File: config.mk
export PLATFORM = sky130hd
export DESIGN_NAME = unidad_control_multiciclo_flat
export DESIGN_NICKNAME = d
export VERILOG_FILES = /design/src/rtl/unidad_control_multiciclo_if.sv /design/src/rtl/unidad_control_multiciclo.sv /design/src/flat_wrapper.sv
export SDC_FILE = /design/constraint.sdc
export NUM_CORES = 1
export LEC_CHECK = 0
export CAP_MARGIN = 20
export CORE_MARGIN = 2
export CORE_UTILIZATION = 36
export CTS_BUF_LIST = sky130_fd_sc_hd__clkbuf_16
export DETAILED_ROUTE_END_ITERATION = 10
export PLACE_DENSITY = 0.85
export SLEW_MARGIN = 15
export SYNTH_ARGS = -nofsm -noshare
export SYNTH_HDL_FRONTEND = slang
export SYNTH_SLANG_ARGS = --single-unit
File: constraint.sdc
create_clock -name clk -period 1.6 [get_ports clk]
set_clock_uncertainty 0.1 [all_clocks]
set_input_delay 0.32 -clock clk [delete_from_list [all_inputs] [get_ports clk]]
set_output_delay 0.32 -clock clk [all_outputs]
set_load 0.005 [all_outputs]
File: src/rtl/unidad_control_multiciclo_if.sv
// Control bus between the multicycle control unit and the RV32I datapath.
// master = control unit side, slave = datapath side.
interface unidad_control_multiciclo_if;
   logic [6:0] op;
   logic [2:0] funct3;
   logic       funct7b5;
   logic       zero;
   logic       PCWrite;
   logic       AdrSrc;
   logic       IRWrite;
   logic       MemWrite;
   logic       RegWrite;
   logic [1:0] ResultSrc;
   logic [1:0] ALUSrcA;
   logic [1:0] ALUSrcB;
   logic [1:0] ALUControl;
   logic [1:0] ImmSrc;
   logic       instr_done;
   logic       illegal;
   logic [3:0] state_dbg;

   modport master (
      input  op, funct3, funct7b5, zero,
      output PCWrite, AdrSrc, IRWrite, MemWrite, RegWrite, ResultSrc,
             ALUSrcA, ALUSrcB, ALUControl, ImmSrc, instr_done, illegal, state_dbg
   );

   modport slave (
      output op, funct3, funct7b5, zero,
      input  PCWrite, AdrSrc, IRWrite, MemWrite, RegWrite, ResultSrc,
             ALUSrcA, ALUSrcB, ALUControl, ImmSrc, instr_done, illegal, state_dbg
   );
endinterface

File: src/rtl/unidad_control_multiciclo.sv
// Multicycle control FSM for the RV32I subset datapath (lw/sw/R/I/beq/jal).
// Moore control vector per state; PCWrite folds in zero, ImmSrc decodes op directly.
module unidad_control_multiciclo (
   input  logic                          clk,
   input  logic                          rst_n,
   unidad_control_multiciclo_if.master   bus
);
   localparam logic [6:0] OP_LW  = 7'b0000011;
   localparam logic [6:0] OP_SW  = 7'b0100011;
   localparam logic [6:0] OP_R   = 7'b0110011;
   localparam logic [6:0] OP_I   = 7'b0010011;
   localparam logic [6:0] OP_BEQ = 7'b1100011;
   localparam logic [6:0] OP_JAL = 7'b1101111;

   typedef enum logic [3:0] {
      FETCH    = 4'd0,
      DECODE   = 4'd1,
      MEMADR   = 4'd2,
      MEMREAD  = 4'd3,
      MEMWB    = 4'd4,
      MEMWRITE = 4'd5,
      EXECR    = 4'd6,
      EXECI    = 4'd7,
      ALUWB    = 4'd8,
      BEQ      = 4'd9,
      JAL      = 4'd10,
      TRAP     = 4'd11
   } state_t;

   state_t     state, state_next;
   logic       illegal_q;

   logic       pc_update, branch, adr_src, ir_write, mem_write, reg_write, done;
   logic [1:0] result_src, alu_src_a, alu_src_b, alu_control;
   logic       f3_ok;
   logic [1:0] alu_fn;

   always_ff @(posedge clk) begin
      if (!rst_n) begin
         state     <= FETCH;
         illegal_q <= 1'b0;
      end else begin
         state <= state_next;
         if (state_next == TRAP)
            illegal_q <= 1'b1;
      end
   end

   // ALU function for EXECR/EXECI; subtract only for R-type with funct7b5
   always_comb begin
      f3_ok  = 1'b1;
      alu_fn = 2'b00;
      case (bus.funct3)
         3'b000:  alu_fn = (state == EXECR && bus.funct7b5) ? 2'b01 : 2'b00;
         3'b111:  alu_fn = 2'b10;
         3'b110:  alu_fn = 2'b11;
         default: f3_ok  = 1'b0;
      endcase
   end

   always_comb begin
      state_next  = FETCH;
      pc_update   = 1'b0;
      branch      = 1'b0;
      adr_src     = 1'b0;
      ir_write    = 1'b0;
      mem_write   = 1'b0;
      reg_write   = 1'b0;
      done        = 1'b0;
      result_src  = '0;
      alu_src_a   = '0;
      alu_src_b   = '0;
      alu_control = '0;
      case (state)
         FETCH: begin
            ir_write   = 1'b1;
            alu_src_b  = 2'b10;
            result_src = 2'b10;
            pc_update  = 1'b1;
            state_next = DECODE;
         end
         DECODE: begin
            alu_src_a = 2'b01;
            alu_src_b = 2'b01;
            case (bus.op)
               OP_LW, OP_SW: state_next = MEMADR;
               OP_R:         state_next = EXECR;
               OP_I:         state_next = EXECI;
               OP_BEQ:       state_next = BEQ;
               OP_JAL:       state_next = JAL;
               default:      state_next = TRAP;
            endcase
         end
         MEMADR: begin
            alu_src_a  = 2'b10;
            alu_src_b  = 2'b01;
            state_next = (bus.op == OP_SW) ? MEMWRITE : MEMREAD;
         end
         MEMREAD: begin
            adr_src    = 1'b1;
            state_next = MEMWB;
         end
         MEMWB: begin
            result_src = 2'b01;
            reg_write  = 1'b1;
            done       = 1'b1;
         end
         MEMWRITE: begin
            adr_src   = 1'b1;
            mem_write = 1'b1;
            done      = 1'b1;
         end
         EXECR, EXECI: begin
            alu_src_a   = 2'b10;
            alu_src_b   = (state == EXECI) ? 2'b01 : 2'b00;
            alu_control = alu_fn;
            state_next  = f3_ok ? ALUWB : TRAP;
         end
         ALUWB: begin
            reg_write = 1'b1;
            done      = 1'b1;
         end
         BEQ: begin
            alu_src_a   = 2'b10;
            alu_control = 2'b01;
            branch      = 1'b1;
            done        = 1'b1;
         end
         JAL: begin
            alu_src_a  = 2'b01;
            alu_src_b  = 2'b10;
            pc_update  = 1'b1;
            state_next = ALUWB;
         end
         TRAP:    state_next = TRAP;
         default: state_next = FETCH;
      endcase
   end

   // Write enables and done are masked while reset is held so nothing commits.
   assign bus.PCWrite    = rst_n & (pc_update | (branch & bus.zero));
   assign bus.IRWrite    = rst_n & ir_write;
   assign bus.MemWrite   = rst_n & mem_write;
   assign bus.RegWrite   = rst_n & reg_write;
   assign bus.instr_done = rst_n & done;
   assign bus.AdrSrc     = adr_src;
   assign bus.ResultSrc  = result_src;
   assign bus.ALUSrcA    = alu_src_a;
   assign bus.ALUSrcB    = alu_src_b;
   assign bus.ALUControl = alu_control;
   assign bus.illegal    = illegal_q;
   assign bus.state_dbg  = state;

   always_comb begin
      case (bus.op)
         OP_SW:   bus.ImmSrc = 2'b01;
         OP_BEQ:  bus.ImmSrc = 2'b10;
         OP_JAL:  bus.ImmSrc = 2'b11;
         default: bus.ImmSrc = 2'b00;
      endcase
   end
endmodule

File: src/flat_wrapper.sv
// flat-port wrapper written by rule: the top's interface ports become plain ports
module unidad_control_multiciclo_flat 
  (clk, rst_n, bus_op, bus_funct3, bus_funct7b5, bus_zero, bus_PCWrite, bus_AdrSrc, bus_IRWrite, bus_MemWrite, bus_RegWrite, bus_ResultSrc, bus_ALUSrcA, bus_ALUSrcB, bus_ALUControl, bus_ImmSrc, bus_instr_done, bus_illegal, bus_state_dbg);
  unidad_control_multiciclo_if bus_i ();
  input  logic clk;
  input  logic rst_n;
  input wire logic [$bits(bus_i.op)-1:0] bus_op;
  input wire logic [$bits(bus_i.funct3)-1:0] bus_funct3;
  input wire logic [$bits(bus_i.funct7b5)-1:0] bus_funct7b5;
  input wire logic [$bits(bus_i.zero)-1:0] bus_zero;
  output wire logic [$bits(bus_i.PCWrite)-1:0] bus_PCWrite;
  output wire logic [$bits(bus_i.AdrSrc)-1:0] bus_AdrSrc;
  output wire logic [$bits(bus_i.IRWrite)-1:0] bus_IRWrite;
  output wire logic [$bits(bus_i.MemWrite)-1:0] bus_MemWrite;
  output wire logic [$bits(bus_i.RegWrite)-1:0] bus_RegWrite;
  output wire logic [$bits(bus_i.ResultSrc)-1:0] bus_ResultSrc;
  output wire logic [$bits(bus_i.ALUSrcA)-1:0] bus_ALUSrcA;
  output wire logic [$bits(bus_i.ALUSrcB)-1:0] bus_ALUSrcB;
  output wire logic [$bits(bus_i.ALUControl)-1:0] bus_ALUControl;
  output wire logic [$bits(bus_i.ImmSrc)-1:0] bus_ImmSrc;
  output wire logic [$bits(bus_i.instr_done)-1:0] bus_instr_done;
  output wire logic [$bits(bus_i.illegal)-1:0] bus_illegal;
  output wire logic [$bits(bus_i.state_dbg)-1:0] bus_state_dbg;
  assign bus_i.op = bus_op;
  assign bus_i.funct3 = bus_funct3;
  assign bus_i.funct7b5 = bus_funct7b5;
  assign bus_i.zero = bus_zero;
  assign bus_PCWrite = bus_i.PCWrite;
  assign bus_AdrSrc = bus_i.AdrSrc;
  assign bus_IRWrite = bus_i.IRWrite;
  assign bus_MemWrite = bus_i.MemWrite;
  assign bus_RegWrite = bus_i.RegWrite;
  assign bus_ResultSrc = bus_i.ResultSrc;
  assign bus_ALUSrcA = bus_i.ALUSrcA;
  assign bus_ALUSrcB = bus_i.ALUSrcB;
  assign bus_ALUControl = bus_i.ALUControl;
  assign bus_ImmSrc = bus_i.ImmSrc;
  assign bus_instr_done = bus_i.instr_done;
  assign bus_illegal = bus_i.illegal;
  assign bus_state_dbg = bus_i.state_dbg;
  unidad_control_multiciclo u_core (.clk(clk), .rst_n(rst_n), .bus(bus_i));
endmodule
==> results.cfg, run 1 <==
[die]
die_h_um = 44.3
top_level_ports = 35
rows = 14
start_util_pct = 38.8
chipWidth_um = 44.3

[synthesis]
synth.avg_cell_area_sq_um = 6.64
synth-seq-area-share_pct = 17.1
synthArstFlopShare_pct = 0
synth-seq-cells = 5
post-synth-top-area-cell = dfxtp_1
post_synthesis_cell_count = 88
syn-num-nets = 102
synth_area_sq_um = 584
synth_warnings = 0
ys_types = 38
synth-edff-count = 0
ys.flop_type = dfxtp_1
synth.area.top_cells = dfxtp_1 (17%), nor2_1 (7.1%), nand2_1 (6.4%)
synth_largest_type_area_fraction_pct = 17.1

[placement]
numPortBuffers = 34
place.detailed.hpwl_um = 1760
finalWeightedCongestion = 0.885
place_area_sq_um = 1140
placement.setup.worst_slack_ns = -0.666

[clock_network]
cts.htree.levels = 1
cts_inserted_buffers = 3
clkSinkCount = 5
postCtsHoldBufs = 0
cts-root-buf = clkbuf_16
clockBufferDepth = 2

[status]
haltStage = global routing (5_1_grt)
result_of_the_run = did not finish
tool.error = [ERROR GRT-0232] Routing congestion too high. Check the congestion heatmap in the GUI.

[global_route]
groute.usage.overall_pct = 72.2
grt_start_max_net_pins = 9
grt_remaining_overflow = 32

[sta]
grt_repair_worst_endpoint = bus_ALUControl[0]
worst-endpoint-pin-kind = primary output
==> metrics by stage <==
step,instances,hold slack (ns)
floorplan,88,0.336
detailed placement,163,0.484
CTS,180,0.458
global placement,163,0.439
==> synth_stat cells (2+ instances only) <==
master / number
nand2b_1: 4
nor2_1: 11
and3_1: 3
nor3_1: 4
nand3_1: 3
clkbuf_1: 2
nor2b_1: 6
dfxtp_1: 5
buf_2: 2
a211oi_1: 2
and2b_1: 2
nand2_1: 10
a21oi_1: 5
o21ai_0: 5
==> kinds of logic after synthesis <==
family | synth area share [%]
AOI/OAI and AO/OA | 27.0
xor gates and xnor gates | 3.00
buffers and inverters | 4.93
DFF | 17.1
and+or+nand+nor | 48.0
==> metal layers <==
layer / overflow / GRT usage, %
met5: 0 / 0
met4: 10 / 80.0
met3: 0 / 40.4
met2: 22 / 97.4
met1: 0 / 73.5
==> timing repair <==
action,in CTS
setup buffers,13
setup endpoints to repair,24
pin swaps,23
gates resized for setup,126
==> run 2, diff against run 1 <==
CORE_AREA = 2 2 63 65   (was not set)
CORE_MARGIN = not set   (was 2)
CORE_UTILIZATION = not set   (was 36)
CTS_BUF_LIST = not set   (was sky130_fd_sc_hd__clkbuf_16)
DIE_AREA = 0 0 65 67   (was not set)
PLACE_DENSITY = not set   (was 0.85)
PLACE_DENSITY_LB_ADDON = 0.15   (was not set)
==> run 2 against run 1 <==
Effect of this change: the flow now finishes, with violations (negative setup slack); area after synthesis stayed put; synthesized cell count stayed put.
==> results.cfg, run 2 <==
[status]
result_of_the_run = complete, but fails checks
failed_checks = negative setup slack

[cells_and_area]
area_growth_pct = 142
nNetsFinal = 179
mostFrequentLayoutCells = buf_4 (37), dlygate4sd2_1 (13), buf_2 (13)
final_util_pct = 39.2
drive_above_1_share_pct = 60.4
layout.cells.non_filler = 212
commonest_non_fill_non_tap_cell_in_the_layout = buf_4
final_cell_area_sq_um = 1410
number_of_antenna_cells_inserted = 0
flip_flop_count_of_the_largest_register_all_copies_and_words_added = 4

[clock_network]
clkSlewWorstSetupHoldPaths_ns = 0.03
clockBufferDepth = 2
clkSinkCount = 5
cts_inserted_buffers = 3
tritoncts = yes
clock_insertion_delay_worst_skew_ns = 0.22
cts.htree.levels = 1
postCtsHoldBufs = 0
cts-root-buf = clkbuf_8

[sta]
maxSlewViolCount = 0
measured_slew_at_the_worst_slew_check_pin_ns = 0.258
setup-tns-final_ns = -0.747
hold_ws_ns = 0.418
hold_viol_final = 0
setup_slack_ns = -0.136
setup_viol_count_final = 8
rsz_0062_raised_after_global_routing = true
relSlewSlack_pct = 82.8
fmaxAchievable_mhz = 576
layout_min_cycle_time_ns = 1.74
fraction_of_the_cycle_the_final_worst_path_needs_pct = 109

[global_route]
grt_start_max_net_pins = 9
groute.usage.overall_pct = 12.1
antenna_found_initial = 0
grt_remaining_overflow = 0
first_pass_grt_wire_length_um = 4130
first_global_vias = 919

[drt]
vias = 952
routedWlPerCell_um = 12.2
drcViolationCount = 0
routed_wirelength_um = 2600
first_pass_iters = 5
final_antenna_net_count = 0
drt-vias-per-instance = 4.49
first_iter_violations = 15

[power_and_ir_drop]
p_leak_nw = 0.679
total_power_mw = 2.05
power.density_cell_area_nw_per_um2 = 1450
power.ir.vdd_worst_mv = 0.464

[die]
start_util_pct = 16.2
die-area_sq_um = 4360
top_level_ports = 35
rows = 22
chipWidth_um = 65
die_h_um = 67
floorplan.core_area_sq_um = 3610

[setup_path]
arrival_ns = 1.32
ff2ff_setup_slack_ns = 0.04
timing.critical_path.fanout_max = 6
critical_path.endpoint_type = output pin
timing.critical_path.required_ns = 1.18
criticalPathCategory = reg2out
worst_setup_path_start_kind = register

[synthesis]
synthMostInstantiatedCell = nor2_1
synth_adder_area_share_pct = 0
synth_top_family_by_area = simple AND/OR/NAND/NOR gates
synth.area.top_cells = dfxtp_1 (17%), nor2_1 (7.1%), nand2_1 (6.4%)
ys_types = 38
synth-seq-area-share_pct = 17.1
synth-seq-cells = 5
synth.avg_cell_area_sq_um = 6.64
synth_area_sq_um = 584
parity_gate_share_of_the_synthesized_area_counting_xor_and_xnor_cells_pct = 3.00
synth_warnings = 0
syn-num-nets = 102
synthMuxAreaShare_pct = 0
synthArstFlopShare_pct = 0
synth-edff-count = 0
post_synthesis_cell_count = 88
synth_compound_gate_area_share_pct = 27.0
ys.flop_type = dfxtp_1
synthSimpleGateAreaFrac_pct = 48.0
synth_largest_type_area_fraction_pct = 17.1
post-synth-top-area-cell = dfxtp_1
synth.top_cells.by_count = nor2_1 (11), nand2_1 (10), nor2b_1 (6)

[placement]
placement.setup.worst_slack_ns = -0.689
place.detailed.hpwl_um = 1890
place_area_sq_um = 1180
dpl.cell_count = 195
numPortBuffers = 34
finalWeightedCongestion = 0.734

[hold_path]
hp-class = in2reg

[job]
max-cap-violations = 0
run 2: cell counts after synthesis:
Identical to the previous run, type by type.
run 2: kinds of logic after synthesis:
| family | Yosys count |
|---|---|
| simple gates | 52 |
| buf+inv | 6 |
| compound gates | 23 |
| xor+xnor | 2 |
| flops | 5 |
run 2: final timing paths:
kind / depth (start not counted) / to / from
max: 5 / bus_ALUControl[0] / u_core.bus.state_dbg[3]
min: 4 / u_core.bus.state_dbg[2] / bus_op[4]
max reg2reg: 6 / u_core.bus.illegal / u_core.bus.state_dbg[3]
min reg2reg: 2 / u_core.bus.illegal / u_core.bus.illegal
run 2: area by class of cell:
| type | instances | area (sq um) |
|---|---|---|
| inverters | 1 | 3.75 |
| well taps | 48 | 60.1 |
| flip-flops and latches | 5 | 113 |
| repair buffers | 77 | 592 |
| clock buffers | 4 | 45.0 |
| multi-input cells | 77 | 601 |
| fillers | 388 | 2190 |
run 2: where the power goes:
group          switching, mW  internal, mW  total (mW)
Clock                 0.0555         0.170       0.226
Combinational          0.677         0.883        1.56
Sequential            0.0684         0.193       0.261
Total                  0.801          1.25        2.05
run 2: metal layers:
metal	up-vias	wire, um	share of wire (%)	global-route usage (%)
li1	471	-	-	-
met1	446	1110	43	14.6
met2	31	1320	51	21.1
met3	4	142	5.5	2.87
met4	0	15	0.58	3.72
met5	-	0	0	0
run 2: timing repair:
item,4_1_cts,5_1_grt
buffers inserted,12,1
resized for setup,106,25
hold endpoints to repair,0,0
pin swaps,14,11
setup endpoints to repair,24,16
run 2: worst max-delay path: stages (launching register included):
cell and delay (ns):
dfxtp_4 0.35, and2b_2 0.24, buf_6 0.10, nand2_2 0.05, o31ai_1 0.21, buf_2 0.15
No activity file was read; power rests on OpenSTA's default activity.
==> run 3, diff against run 2 <==
CAP_MARGIN = 40   (was 20)
CTS_CLUSTER_DIAMETER = 80   (was not set)
==> results of run 3 <==
No change in the layout: final DEF, timing and power equal those of run 2.
==> run 4, diff against run 3 <==
GPL_ROUTABILITY_DRIVEN = 0   (was not set)
==> results of run 4 <==
No change in the layout: final DEF, timing and power equal those of run 2.
